<file path="src/rtl/lz4_pkg.sv">
// ---------------------------------------------------------------------------
// lz4_pkg
// Shared definitions for the LZ4 output packer: FSM state encoding, word
// geometry constants and the byte-count to keep-mask helper.
// No ports (package).
// ---------------------------------------------------------------------------
package lz4_pkg;

    typedef enum logic [1:0] {
        ST_IDLE      = 2'd0,
        ST_FILL      = 2'd1,
        ST_FLUSH     = 2'd2,
        ST_LAST_WAIT = 2'd3
    } pack_state_t;

    localparam int         BYTES_PER_WORD = 4;
    localparam logic [3:0] KEEP_FULL      = 4'b1111;

    // Leading-ones mask: lane 0 ([31:24]) is keep bit 3.
    function automatic logic [3:0] keep_mask(input logic [2:0] cnt);
        logic [3:0] mask;
        case (cnt)
            3'd0:    mask = 4'b0000;
            3'd1:    mask = 4'b1000;
            3'd2:    mask = 4'b1100;
            3'd3:    mask = 4'b1110;
            default: mask = KEEP_FULL;
        endcase
        return mask;
    endfunction

endpackage

</file>
<file path="src/rtl/lz4_pack_acc.sv">
// ---------------------------------------------------------------------------
// lz4_pack_acc
// Four-lane byte accumulator. A clear empties it in the same cycle as a new
// dword or byte is written, so the packer never loses a cycle on a move.
// Lanes above acc_cnt are always zero.
//
// Ports:
//   clk, rst     clock, synchronous active-high reset
//   clear        discard current contents (word moved to output)
//   load_dword   write dword_in as a full word
//   load_byte    write byte_in into the next free lane
//   dword_in     source dword, first byte in [31:24]
//   byte_in      source byte
//   acc          accumulated word, lane 0 = [31:24]
//   acc_cnt      number of valid lanes, 0..4
// ---------------------------------------------------------------------------
module lz4_pack_acc
    import lz4_pkg::*;
(
    input  logic        clk,
    input  logic        rst,
    input  logic        clear,
    input  logic        load_dword,
    input  logic        load_byte,
    input  logic [31:0] dword_in,
    input  logic [7:0]  byte_in,
    output logic [31:0] acc,
    output logic [2:0]  acc_cnt
);

    logic [31:0] acc_d;
    logic [2:0]  cnt_d;
    logic [2:0]  eff_cnt;
    logic [1:0]  lane_rev;

    always_comb begin
        // NOTE: every variable gets a default first so no path leaves it
        // unassigned, which would otherwise infer a latch.
        eff_cnt  = clear ? 3'd0 : acc_cnt;
        lane_rev = 2'd3 - eff_cnt[1:0];
        acc_d    = clear ? 32'd0 : acc;
        cnt_d    = eff_cnt;
        if (load_dword) begin
            acc_d = dword_in;
            cnt_d = 3'(BYTES_PER_WORD);
        end else if (load_byte) begin
            acc_d[{lane_rev, 3'b000} +: 8] = byte_in;
            cnt_d = eff_cnt + 3'd1;
        end
    end

    // NOTE: sequential state uses non-blocking assignments so every flop
    // samples pre-edge values regardless of block evaluation order.
    always_ff @(posedge clk) begin
        if (rst) begin
            acc     <= '0;
            acc_cnt <= '0;
        end else begin
            acc     <= acc_d;
            acc_cnt <= cnt_d;
        end
    end

endmodule

</file>
<file path="src/rtl/lz4_out_packer.sv">
// ---------------------------------------------------------------------------
// lz4_out_packer
// Drains the LZ4 byte/dword shifter FIFO and repacks its byte stream into
// 32-bit words on a valid/ready bus. On end of stream (sticky flush) the
// final partial word goes out with a leading-ones keep mask and m_last.
//
// Optional feature: define LZ4_PACK_BYTE_CNT_EN to add byte_total, the sum
// of popcount(m_keep) over accepted words in the current stream.
//
// Ports:
//   clk, rst                      clock, synchronous active-high reset
//   src_dout/src_byte_count/src_empty  source FIFO head and status
//   src_rd_en, src_byte_dwordN    pop strobe; 1 = byte, 0 = dword
//   flush                         end-of-stream pulse
//   m_data/m_keep/m_valid/m_last  packed output word, m_ready accepts
//   word_count                    words accepted in current stream
//   byte_total (optional)         bytes accepted in current stream
//   busy                          flush pending or data held
// ---------------------------------------------------------------------------
module lz4_out_packer
    import lz4_pkg::*;
#(
    parameter int WORD_CNT_W = 16,
    parameter int SRC_CNT_W  = 6
) (
    input  logic                  clk,
    input  logic                  rst,
    input  logic [31:0]           src_dout,
    input  logic [SRC_CNT_W-1:0]  src_byte_count,
    input  logic                  src_empty,
    output logic                  src_rd_en,
    output logic                  src_byte_dwordN,
    input  logic                  flush,
    output logic [31:0]           m_data,
    output logic [3:0]            m_keep,
    output logic                  m_valid,
    output logic                  m_last,
    input  logic                  m_ready,
    output logic [WORD_CNT_W-1:0] word_count,
`ifdef LZ4_PACK_BYTE_CNT_EN
    output logic [WORD_CNT_W+1:0] byte_total,
`endif
    output logic                  busy
);

    pack_state_t state_q, state_d;
    logic [31:0] acc;
    logic [2:0]  acc_cnt;
    logic        flush_pending;
    logic        out_free, in_flush, move, pop_dword, pop_byte;
    logic        emit_empty, set_last, hs, last_hs;
    logic [2:0]  eff_cnt;

    lz4_pack_acc u_acc (
        .clk        (clk),
        .rst        (rst),
        .clear      (move),
        .load_dword (pop_dword),
        .load_byte  (pop_byte),
        .dword_in   (src_dout),
        .byte_in    (src_dout[31:24]),
        .acc        (acc),
        .acc_cnt    (acc_cnt)
    );

    // Move and fetch decisions. A move frees the accumulator in the same
    // cycle, so a dword can refill it immediately (1 word/cycle). Pops are
    // suppressed while rst is high so no source data is consumed and lost.
    always_comb begin
        out_free  = !m_valid || m_ready;
        in_flush  = (state_q == ST_FLUSH);
        move      = ((acc_cnt == 3'(BYTES_PER_WORD)) || (in_flush && acc_cnt != 3'd0))
                    && out_free;
        eff_cnt   = move ? 3'd0 : acc_cnt;
        pop_dword = !rst && !in_flush && !src_empty && (eff_cnt == 3'd0)
                    && (src_byte_count >= SRC_CNT_W'(BYTES_PER_WORD));
        pop_byte  = !rst && !in_flush && !src_empty && !pop_dword
                    && (eff_cnt < 3'(BYTES_PER_WORD));
        hs        = m_valid && m_ready;
        last_hs   = hs && m_last;
    end

    // FSM: state register
    always_ff @(posedge clk) begin
        if (rst) state_q <= ST_IDLE;
        else     state_q <= state_d;
    end

    // FSM: next state
    always_comb begin
        state_d = state_q;
        case (state_q)
            ST_IDLE: begin
                if (pop_dword || pop_byte)          state_d = ST_FILL;
                else if (flush_pending && src_empty) state_d = ST_FLUSH;
            end
            ST_FILL: begin
                if (flush_pending && src_empty) state_d = ST_FLUSH;
            end
            // Only a partial word stalled behind a busy output waits here.
            ST_FLUSH: begin
                if (acc_cnt == 3'd0 || out_free) state_d = ST_LAST_WAIT;
            end
            ST_LAST_WAIT: begin
                if (last_hs) state_d = ST_IDLE;
            end
            default: state_d = ST_IDLE;
        endcase
    end

    // FSM: outputs. With nothing in the accumulator, a held unsent word
    // becomes the last word (m_last rises on it); otherwise an empty
    // terminator word is emitted.
    always_comb begin
        emit_empty      = in_flush && (acc_cnt == 3'd0) && out_free;
        set_last        = in_flush && (acc_cnt == 3'd0) && m_valid && !m_ready;
        src_rd_en       = pop_dword || pop_byte;
        src_byte_dwordN = pop_byte;
        busy            = flush_pending || (acc_cnt != 3'd0) || m_valid;
    end

    // Output register
    always_ff @(posedge clk) begin
        if (rst) begin
            m_data  <= '0;
            m_keep  <= '0;
            m_last  <= 1'b0;
            m_valid <= 1'b0;
        end else if (move) begin
            m_data  <= acc;
            m_keep  <= keep_mask(acc_cnt);
            m_last  <= in_flush;
            m_valid <= 1'b1;
        end else if (emit_empty) begin
            m_data  <= '0;
            m_keep  <= '0;
            m_last  <= 1'b1;
            m_valid <= 1'b1;
        end else if (set_last) begin
            m_last  <= 1'b1;
        end else if (hs) begin
            m_valid <= 1'b0;
            m_last  <= 1'b0;
        end
    end

    // Sticky flush and per-stream counters; the last handshake ends the stream.
    always_ff @(posedge clk) begin
        if (rst) begin
            flush_pending <= 1'b0;
            word_count    <= '0;
        end else begin
            if (last_hs)    flush_pending <= 1'b0;
            else if (flush) flush_pending <= 1'b1;
            if (last_hs)    word_count <= '0;
            else if (hs)    word_count <= word_count + 1'b1;
        end
    end

`ifdef LZ4_PACK_BYTE_CNT_EN
    always_ff @(posedge clk) begin
        if (rst || last_hs) byte_total <= '0;
        else if (hs)        byte_total <= byte_total + (WORD_CNT_W+2)'($countones(m_keep));
    end
`endif

endmodule

</file>
<file path="config.mk">
export PLATFORM = sky130hd
export DESIGN_NAME = lz4_out_packer
export DESIGN_NICKNAME = d
export VERILOG_FILES = /design/src/rtl/lz4_pkg.sv /design/src/rtl/lz4_pack_acc.sv /design/src/rtl/lz4_out_packer.sv
export SDC_FILE = /design/constraint.sdc
export NUM_CORES = 1
export LEC_CHECK = 0
export CORE_UTILIZATION = 52
export DETAILED_ROUTE_END_ITERATION = 16
export GPL_TIMING_DRIVEN = 0
export PLACE_DENSITY = 0.84
export SLEW_MARGIN = 20
export SYNTH_ARGS = -nofsm -noshare
export SYNTH_HDL_FRONTEND = slang
export SYNTH_SLANG_ARGS = --single-unit
</file>
<file path="constraint.sdc">
create_clock -name clk -period 12.4 [get_ports clk]
set_clock_uncertainty 0.15 [all_clocks]
set_input_delay 3.72 -clock clk [delete_from_list [all_inputs] [get_ports clk]]
set_output_delay 3.72 -clock clk [all_outputs]
set_load 0.005 [all_outputs]
</file>
# ---- Yosys cells after proc, flatten, opt, wreduce, memory -nomap -nowiden
# Index checks and enable logic that the tools add are counted.
dict set report op_classes {
  n_reduce_logical 38
  eq_ne 10
  n_mux 24
  addsub 4
  magnitude_cmp 2
  shift 2
}
# cell n
set ops {}
lappend ops {{$mux 32} 5}
lappend ops {{$bwmux 32} 1}
lappend ops {{$shift 8x7->32 const A} 1}
lappend ops {{$shiftx 8x7->32} 1}
lappend ops {{$add 16x1->16 const B} 1}
lappend ops {{$pmux 4 s4} 1}
lappend ops {{$logic_and 1x1->1} 15}
lappend ops {{$mux 3} 3}
lappend ops {{$mux 2} 4}
lappend ops {{$mux 4} 2}
lappend ops {{$pmux 2 s4} 1}
lappend ops {{$mux 1} 7}
lappend ops {{$neg 5->7} 1}
lappend ops {{$eq 3x2->1 const B} 2}
lappend ops {{$ge 6x3->1 const B} 1}
lappend ops {{$logic_not 1->1} 6}
lappend ops {{$logic_not 3->1} 2}
lappend ops {{$logic_or 1x1->1} 6}
lappend ops {{$reduce_bool 3->1} 2}
lappend ops {{$eq 2x2->1 const B} 2}
lappend ops {{$reduce_and 2->1} 2}
lappend ops {{$reduce_bool 4->1} 1}
lappend ops {{$reduce_or 2->1} 2}
lappend ops {{$add 3x1->3 const B} 1}
lappend ops {{other kinds (10)} 10}
dict set report totals {
  output_inout_bits 57
  inputBits 43
  reg_bits 92
}

# ---- Logic depth before layout (Yosys ltp)
# Gate-level depths: netlist of run 1.
dict set report depth {
  word_depth 14
  ltp_mapped 13
}

# ---- Modules after synthesis
# From an unflattened synthesis of run 1, not the netlist that was laid out.
dict set report hier_totals {
  hier_cells 424
  hier_area_um2 4105.2
}
# module seq_area_each_um2 area_each_um2 cells_per_inst instances
set modules_own_cells {}
lappend modules_own_cells {lz4_out_packer 1141.1 2272.2 214 1}
lappend modules_own_cells {lz4_pack_acc 700.7 1833.0 210 1}

# ---- Worst setup path before layout of run 1
# No wires, ideal clock.
dict set report synth_timing {
  path_type {input port to output port}
  from {input port m_ready}
  to {output port src_byte_dwordN}
  path_slack_ns 2.727
  arrival_ns 5.803
  n_path_buf 2
  required_time_ns 8.530
  stages 10
  cell_sequence {nand2b_1 > nand2_1 > and2_1 > inv_1 > buf_1 > ha_1 > o41a_1 > or4_4 > a21oi_2 > buf_4}
}
dict set report synth_between {
  elab_chain_len 9
  elab_cells_between_ends 10
  classes_between {order compare: 1; mux: 1; reduce/logical: 8}
}
# element line_no
set synth_lines {}
lappend synth_lines {{start: declaration} lz4_out_packer.sv:38} ;# input logic m_ready,
lappend synth_lines {{$logic_or 1x1->1 (*)} lz4_out_packer.sv:70} ;# out_free = !m_valid || m_ready;
lappend synth_lines {{$logic_and 1x1->1 (*)} lz4_out_packer.sv:73} ;# && out_free;
lappend synth_lines {{$mux 3 (*)} lz4_out_packer.sv:74} ;# eff_cnt = move ? 3'd0 : acc_cnt;
lappend synth_lines {{$logic_not 3->1} lz4_out_packer.sv:75} ;# pop_dword = !rst && !in_flush && !src_empty && (eff_cnt == 3'd0)
lappend synth_lines {{$logic_and 1x1->1} lz4_out_packer.sv:75}
lappend synth_lines {{$logic_and 1x1->1} lz4_out_packer.sv:76} ;# && (src_byte_count >= SRC_CNT_W'(BYTES_PER_WORD));
lappend synth_lines {{$logic_not 1->1} lz4_out_packer.sv:77} ;# pop_byte = !rst && !in_flush && !src_empty && !pop_dword
lappend synth_lines {{$logic_and 1x1->1} lz4_out_packer.sv:77}
lappend synth_lines {{$logic_and 1x1->1 (*)} lz4_out_packer.sv:78} ;# && (eff_cnt < 3'(BYTES_PER_WORD));
lappend synth_lines {{end: declaration} lz4_out_packer.sv:32} ;# output logic src_byte_dwordN,
# Every way passes the cells marked *; elsewhere a longest branch is shown, timed or not.

# ---- Worst setup path after layout of run 1
# Same ends and word-level chain as after synthesis.

==> metrics.md, run 1 <==
| Metric | Value |
|---|---|
| Clk_lat worst skew | between 0.3 and 0.4 ns |
| Most common cell after layout, fill and taps aside | clkdlybuf4s50_1 |
| CTS root buffer | clkbuf_8 |
| H-tree Lvls | 3 |
| Final wirelength | between 10,000 and 15,000 um |
| DIE HEIGHT | between 80 and 90 um |
| Layout cells sized above 1 | 5.14% |
| Port bufs | 96 |
| Post-synth EDFFs | 0 |
| Worst hold path depth | 2 |
| Status | completed |
| Clk buf depth | 2 |
| RSZ-0062 raised after global routing | no |
| CP Data Required Time | roughly 8.5 ns |
| Flops & latches, synth | approximately 90 |
| Tmin final | approximately 11 ns |
| Dpl ws | 1.38 ns |
| Residual DRC | 0 |
| Crit end category | output pin |
| Vias in the first global route | 3,550 |
| Crit path buffers/inverters | 5 |
| Min-delay worst type | reg -> reg |
| # diodes | 0 |
| FILL cells | 598 |
| Top cells by area, synth | dfxtp_1 47%, a21oi_1 5.9%, a221oi_1 5.2% |
| Final GP Congestion | 0.864 |
| Reg2reg path depth | 12 |
| Antenna Nets Post-Route | 0 |
| Total congestion overflow | 0 |
| Ys flop type | dfxtp_1 |
| Hold buffers post-CTS | 0 |
| Resized cells post-CTS | 0 |
| Total track usage | between 20 and 30% |
| Sw Ratio | between 20% and 30% |
| Routed WL per cell | 15.9 um |
| DP Wirelength | 7560 um |
| DR pass1 iterations | 5 |
| CP Depth | 12 |
| Die area | roughly 7800 um^2 |
| Worst-path clk slew | 0.09 ns |
| Slew @ Worst Pin | a little under 0.9 ns |
| Post-layout nets | about 610 |
| Largest stage delay on the critical path | around 0.52 ns |
| Mapped Nets | between 500 and 600 |
| P_sw | ~0.17 mW |
| Synth Instances | between 400 and 500 |
| CP cell instances | clkdlybuf4s50_1, nand2b_1, nand2_1, and2_1, inv_1, buf_1, ha_1, o41a_1, or4_4, a21oi_2, buf_4, clkdlybuf4s50_1 |
| Most used cell, CP | clkdlybuf4s50_1 |
| Rows | 31 |
| Peak VDD IR | between 60 and 70 uV |
| Vias | 3,891 |
| Pin count of the biggest net entering global routing | 17 |
| Max-cap viol count | 0 |
| Initial core utilization | 53.7% |
| Tcrit/Tclk final | about 90% |
| Register area share after synthesis | between 40% and 50% |
| CTS tree | built |
| Max FO, Critical Path | 11 |
| CTS buffer count | 9 |
| Setup bufs post-CTS | 0 |
| Ys Warns | 0 |
| Drt via density | approximately 5.9 |
| Startpoint Class | input port |
| Syn Area/Cell | 8.61 um^2 |
| Final worst slack | 1.33 ns |
| Max Clk Rate | 90.3 MHz |
| Most frequent cells in the layout | 96 x clkdlybuf4s50_1, 92 x dfxtp_1, 50 x nor2_1, 48 x nand2_1, 46 x a21oi_1 |
| Data arrival, critical path | 7.20 ns |
| Synth cell types | 40 |
| Core footprint | around 7300 um^2 |
| Critical path class | in -> out |
| # clock sinks | just over 90 |
| FFs w/ async S/R, synth | 0% |
| Slowest-stage cell, CP | clkdlybuf4s50_1 |
| First DRT Iteration DRCs | 269 |
| Int Pwr | 0.448 mW |
| Initial antenna violation count | 0 |
| Synth-to-Final Area Change | 33.0% |
| Leakage power | between 1.5 and 2 nW |
| Final TNS setup | 0 ns |
| Final Hold Vio Count | 0 |
| Final slew viol count | 0 |
| Top delay family on crit path | buffers and inverters |
| Clk pwr share | 32.2% |
| Num ports | 100 |
| Final setup fails | 0 |
| Seq pwr share | between 50% and 60% |
| PwrDens | 120 nW/um^2 |
| Post-Syn Area | 3890 um^2 |
| Top-area cell type share of the netlist area | a little under half |
| Comb pwr share | between 10% and 20% |
| First-pass GRT wire length | between 15,000 and 20,000 um |
| Relative slew slack | 40.6% |
| Top cell type by total area after synthesis | dfxtp_1 |
| Die Wd | 88.5 um |
## per-stage QoR
stage,area [um^2],total power [mW],hold slack (ns),util (%),cells
after global routing,5180,0.644,0.320,71.4,663
final,5180,0.621,0.311,71.4,663
after detailed placement,4980,0.425,0.296,68.6,647
after CTS,5180,0.621,0.309,71.4,663
after global placement,4980,0.422,0.286,68.6,647
after floorplan,3890,0.381,0.282,-,452
## final timing paths
kind            startpoint              end  slack [ns]
max                m_ready  src_byte_dwordN        1.33
min          u_acc.acc[21]       m_data[21]        0.31
max reg2reg     state_q[1]    u_acc.acc[14]        8.53
min reg2reg  u_acc.acc[21]       m_data[21]        0.31
## kinds of logic after synthesis
family                   after synthesis  synth area share [%]
AO/OA/AOI/OAI                        102                  19.1
flip-flops                            92                  47.3
XOR/XNOR                              13                  2.92
adder cells (fa/ha/maj)                6                  1.93
multiplexers                           2                 0.546
AND/OR/NAND/NOR                      201                  24.6
buffers and inverters                 36                  3.63
## tightest hold or removal path, delay by kind of cell, from the launching register on
family | cells | cell delay (ns)
AOI/OAI and AO/OA | 1 | 0.05
DFF | 1 | 0.32
and+or+nand+nor | 1 | 0.05
## layer usage
metal	wire (um)	track usage, %
met1	4350	34.4
met2	5190	46.9
met3	779	4.85
met4	220	12.2
met5	0	0
## cells in the mapped netlist, drive strengths merged (8+ instances only)
master  count
dfxtp      92
nor2       50
nand2      48
a21oi      47
nand3      39
nor3       29
clkbuf     24
a221oi     23
xor2       10
and4        9
o21ai       9
a22o        8
## registers in the layout, indices dropped and copies added (netlist names)
signal	flops
m_valid	1
m_last	1
state_q	2
u_acc.acc	32
u_acc.acc_cnt	3
m_keep	4
flush_pending	1
word_count	16
m_data	32
## cell type report
type / count / area, um^2 / area share (%)
multi-input combinational: 324 / 1910 / 36.9
sequential: 92 / 1840 / 35.6
timing repair buffer: 96 / 961 / 18.6
clock buffer: 9 / 124 / 2.39
tap: 99 / 124 / 2.39
buffer: 30 / 119 / 2.30
clock inverter: 7 / 75.1 / 1.45
inverter: 6 / 22.5 / 0.435
## power groups by stage
stage                     registers (mW)  logic (mW)  clock network [mW]
after floorplan                    0.325      0.0556                   0
after global placement             0.327      0.0951                   0
after detailed placement           0.327      0.0975                   0
after CTS                          0.321      0.0983               0.202
after global routing               0.323       0.109               0.212
final                              0.321      0.0997               0.200
Power figures use the tool's default switching activity.
==> inputs of run 2 (changes only) <==
--- a/config.mk
+++ b/config.mk
@@ -9,6 +9,7 @@
 export DETAILED_ROUTE_END_ITERATION = 16
 export GPL_TIMING_DRIVEN = 0
 export PLACE_DENSITY = 0.84
+export SKIP_LAST_GASP = 1
 export SLEW_MARGIN = 20
 export SYNTH_ARGS = -nofsm -noshare
 export SYNTH_HDL_FRONTEND = slang
==> results of run 2 <==
Final layout, timing and power as in run 1 (identical DEF).
